<file path="src/rtl/branch_resolve_unit.sv">
// In-order branch resolution queue: captures predictions at decode, checks them
// at resolve, strobes predictor updates, and requests a redirect on a mispredict.
module branch_resolve_unit #(
  parameter int DEPTH = 4,
  parameter int CNT_W = 16
) (
  input  logic             clk,
  input  logic             reset_n,
  input  logic             dec_valid,
  input  logic [31:0]      dec_pc,
  input  logic [31:0]      dec_target,
  input  logic             dec_prediction,
  input  logic             mem_valid,
  input  logic             mem_taken,
  output logic             branch_mem_sig,
  output logic             actual_branch_decision,
  output logic [31:0]      update_branch_addr,
  output logic             mispredict,
  output logic             redirect_valid,
  output logic [31:0]      redirect_pc,
  output logic             fifo_full,
  output logic             fifo_empty,
  output logic             err_overflow,
  output logic             err_underflow,
  output logic [CNT_W-1:0] branch_count,
  output logic [CNT_W-1:0] mispredict_count
);

  localparam int AW = (DEPTH > 1) ? $clog2(DEPTH) : 1;
  localparam int CW = AW + 1;

  typedef struct packed {
    logic [31:0] pc;
    logic [31:0] tgt;
    logic        pred;
  } br_entry_t;

  br_entry_t         fifo_q [DEPTH];
  logic [AW-1:0]     wr_ptr_q, wr_ptr_d, rd_ptr_q, rd_ptr_d;
  logic [CW-1:0]     cnt_q, cnt_d;
  br_entry_t         head;
  logic              push, pop, flush;

  logic              sig_q, act_q, mis_q, rv_q, of_q, uf_q;
  logic [31:0]       addr_q, rpc_q;
  logic [CNT_W-1:0]  bc_q, mc_q;

  assign fifo_full  = (cnt_q == CW'(DEPTH));
  assign fifo_empty = (cnt_q == '0);
  assign head       = fifo_q[rd_ptr_q];

  assign pop   = mem_valid & ~fifo_empty;
  assign flush = pop & (head.pred != mem_taken);
  // A push behind a mispredicting branch is wrong-path and silently dropped.
  assign push  = dec_valid & (~fifo_full | pop) & ~flush;

  always_comb begin
    wr_ptr_d = wr_ptr_q;
    rd_ptr_d = rd_ptr_q;
    cnt_d    = cnt_q;
    if (flush) begin
      rd_ptr_d = wr_ptr_q;
      cnt_d    = '0;
    end else begin
      if (push) wr_ptr_d = wr_ptr_q + AW'(1);
      if (pop)  rd_ptr_d = rd_ptr_q + AW'(1);
      cnt_d = cnt_q + CW'(push) - CW'(pop);
    end
  end

  always_ff @(posedge clk) begin
    if (push) fifo_q[wr_ptr_q] <= '{pc: dec_pc, tgt: dec_target, pred: dec_prediction};
  end

  always_ff @(posedge clk or negedge reset_n) begin
    if (!reset_n) begin
      wr_ptr_q <= '0;
      rd_ptr_q <= '0;
      cnt_q    <= '0;
      sig_q    <= 1'b0;
      act_q    <= 1'b0;
      mis_q    <= 1'b0;
      rv_q     <= 1'b0;
      addr_q   <= '0;
      rpc_q    <= '0;
      of_q     <= 1'b0;
      uf_q     <= 1'b0;
      bc_q     <= '0;
      mc_q     <= '0;
    end else begin
      wr_ptr_q <= wr_ptr_d;
      rd_ptr_q <= rd_ptr_d;
      cnt_q    <= cnt_d;
      sig_q    <= pop;
      mis_q    <= flush;
      rv_q     <= flush;
      if (pop) begin
        act_q  <= mem_taken;
        addr_q <= head.pc;
      end
      if (flush) rpc_q <= mem_taken ? head.tgt : head.pc + 32'd4;
      if (dec_valid && fifo_full && !pop) of_q <= 1'b1;
      if (mem_valid && fifo_empty)        uf_q <= 1'b1;
      if (pop && bc_q != '1)   bc_q <= bc_q + CNT_W'(1);
      if (flush && mc_q != '1) mc_q <= mc_q + CNT_W'(1);
    end
  end

  assign branch_mem_sig         = sig_q;
  assign actual_branch_decision = act_q;
  assign update_branch_addr     = addr_q;
  assign mispredict             = mis_q;
  assign redirect_valid         = rv_q;
  assign redirect_pc            = rpc_q;
  assign err_overflow           = of_q;
  assign err_underflow          = uf_q;
  assign branch_count           = bc_q;
  assign mispredict_count       = mc_q;

endmodule

</file>
<file path="config.mk">
export PLATFORM = sky130hd
export DESIGN_NAME = branch_resolve_unit
export DESIGN_NICKNAME = d
export VERILOG_FILES = /design/src/rtl/branch_resolve_unit.sv
export SDC_FILE = /design/constraint.sdc
export NUM_CORES = 1
export LEC_CHECK = 0
export CORE_AREA = 5 5 212 214
export CTS_CLUSTER_DIAMETER = 60
export CTS_CLUSTER_SIZE = 30
export DETAILED_ROUTE_END_ITERATION = 6
export DIE_AREA = 0 0 217 219
export GPL_TIMING_DRIVEN = 1
export HOLD_SLACK_MARGIN = 0.12
export PLACE_DENSITY = 0.62
export SKIP_LAST_GASP = 1
export SLEW_MARGIN = 10
export SYNTH_ARGS = -nofsm -noshare
export SYNTH_HDL_FRONTEND = slang
export SYNTH_SLANG_ARGS = --single-unit
</file>
<file path="constraint.sdc">
create_clock -name clk -period 8.6 [get_ports clk]
set_input_delay 1.29 -clock clk [delete_from_list [all_inputs] [get_ports clk]]
set_output_delay 1.29 -clock clk [all_outputs]
set_load 0.02 [all_outputs]
</file>
==> run_results.csv <==
group,metric,value,unit
die,dieArea,0.0475,sq mm
timing,finalCriticalPeriod,5010,ps
final_layout,drive_above_1_share,13.1,%
worst_setup_path,cpLargestDelayFamily,"simple AND/OR/NAND/NOR gates",
clock_network,cts_hold_buffers,0,
global_routing,grt_first_pass_wirelength,52900,um
placement,postPlaceCellArea,0.0170,sq mm
synth,seq_area_frac_synth,71.3,%
die,die_w,217,um
final_layout,area_delta_synth_final,22.8,%
worst_setup_path,slowest_stage,"and2_2",
synth,netlist_area,0.0147,sq mm
drt,postRouteAntennaNets,0,
clock_network,clk_latency,580,ps
timing,finalSetupTns,0,ps
clock_network,post_cts_resized,0,
final_layout,layout_common_cells,"edfxtp_1, clkdlybuf4s50_1, nand2_1",
placement,gp_congestion,0.782,
pwr,power_leakage,6.40,nW
clock_network,h-tree-depth,1,
placement,dp.cells,1591,
drt,drc,0,
die,core-area,0.0427,sq mm
synth,syn_inst,903,
final_layout,fin_util,42.4,%
worst_setup_path,crit_type,"primary input to register",
run,cap_viol_max_count,0,
worst_setup_path,worst_setup_path_start_kind,"primary input",
drt,drtIter0Drc,755,
final_layout,finalInstanceArea,0.0181,sq mm
placement,dp.final_hpwl,23700,um
timing,drv_slew,0,
placement,io_buffer_count,173,
global_routing,grt_max_degree,66,
synth,ys_ff_latch,368,
clock_network,numCtsBuffers,28,
synth,async_reset_ff_share,29.3,%
synth,synthesis.area_per_instance,16.3,sq um
worst_setup_path,cp.depth,8,
final_layout,mostFrequentLayoutCell,"edfxtp_1",
global_routing,grt_use_total,14.6,%
global_routing,grt-ovfl-total,0,
clock_network,cts_setup_buffers,0,
drt,num_vias,8217,
synth,synth_ff_type,"edfxtp_1",
clock_network,cts.path.max_buffers,3,
drt,first_pass_iters,5,
timing,worst_slew_pin_slew,1030,ps
clock_network,cts-root-buf,"clkbuf_16",
final_layout,antennaDiodeCount,0,
timing,fin_worst_skew,20.6,ps
worst_setup_path,ff2ff_setup_slack,4010,ps
global_routing,grt_antenna_before_repair,1,
timing,hold_viol,0,
synth,synth_edf_count,260,
worst_setup_path,cp_common_cell,"buf_4",
clock_network,clock_sinks,368,
synth,syn_nets,983,
die,initial_core_util,34.5,%
pwr,peakVddDrop,0.000181,V
drt,viasPerCell,5.00,
drt,wl_per_cell,21.3,um
outcome,status,"complete, no violations",
timing,grt_setup_unrepaired,"no",
timing,max_freq,199,MHz
min_path,holdPathStages,1,
drt,drt-total-wl,35000,um
pwr,power_density,347,mW/mm^2
worst_setup_path,crit_required,8810,ps
global_routing,first_global_vias,8467,
min_path,min_path_type,"register to register",
worst_setup_path,path_buf_inv,4,
synth,synth_cell_types,59,
final_layout,instances_no_fill,1643,
worst_setup_path,worstPathArrival,5230,ps
worst_setup_path,path_max_fanout,37,
clock_network,clk_pin_slew,80,ps
pwr,p_total,6.28,mW
worst_setup_path,critPathMaxStageDelay,800,ps
worst_setup_path,end_kind,"register",
timing,setup_viol,0,
final_layout,layout.nets,1155,
die,rows,76,
worst_setup_path,r2r_cells,6,
timing,max_slew_margin,31.6,%
timing,fin_crit_sh,58.3,%
synth,yosys_warnings,0,
worst_setup_path,path_cells,"clkdlybuf4s50_1 -> buf_4 -> inv_1 -> xnor2_2 -> nand2_2 -> and3_1 -> and2_2 -> buf_4",
clock_network,cts_tree,"built",
die,ios,174,
die,die_y,219,um
[final cells by class]
cell class                      instances  area [sq um]
Clock buffer                           30           729
Clock inverter                         22           362
Fill cell                            3854         24600
Inverter                               15          56.3
Multi-Input combinational cell        479          3960
Sequential cell                       368         10500
Tap cell                              546           683
Timing Repair Buffer                  183          1800
[flip-flops by register name (all words and copies together) (netlist names)]
register,count
branch_mem_sig,1
cnt_q,3
fifo_q,260
update_branch_addr,32
rd_ptr_q,2
actual_branch_decision,1
mispredict_count,16
err_underflow,1
wr_ptr_q,2
err_overflow,1
branch_count,16
redirect_valid,1
redirect_pc,32
[synth_stat cells (14+ instances only)]
cell type	n	area, sq um
edfxtp_1	260	7810
nand2_1	134	503
dfrtp_1	108	2700
mux4_2	56	1260
xnor2_1	40	350
nor2_1	31	116
nand3_1	27	135
o21ai_0	24	120
a21oi_1	22	110
xor2_1	20	175
nand4_1	16	100
o22ai_1	15	93.8
buf_2	14	70.1
[kinds of logic after synthesis]
family	count (synthesis)	synth area share, %
AOI/OAI and AO/OA	79	3.22
xor gates and xnor gates	61	3.67
adders and majority gates	10	0.900
buffers and inverters	56	2.01
DFF	368	71.3
muxes	76	10.7
and+or+nand+nor	253	8.19
[per-stage QoR]
stage	setup slack [ps]	hold slack, ps
finish	3590	469
global placement	3060	440
detailed placement	2990	451
floorplan	4190	540
CTS	3590	470
global route	3330	494
[final timing paths]
check                               from                   to
max                            mem_taken        fifo_q[0][16]
min                        err_underflow        err_underflow
max reg2reg                  rd_ptr_q[0]        fifo_q[0][16]
min reg2reg                err_underflow        err_underflow
max in group asynchronous        reset_n          rd_ptr_q[0]
min in group asynchronous        reset_n  mispredict_count[2]
[where the power goes]
part	switching, mW	total [mW]	leakage (nW)	internal (mW)
sequential	0.315	2.68	3.71	2.36
combinational	1.20	2.13	2.17	0.932
clock	0.771	1.47	0.520	0.701
[routing by layer]
layer	track usage, %	vias to the layer above	routed length, um
met5	0	-	8
met2	24.3	243	16900
li1	-	3748	-
met4	3.03	2	692
met3	3.56	44	2200
met1	19.8	4180	15200
No activity file was read; power rests on OpenSTA's default activity.
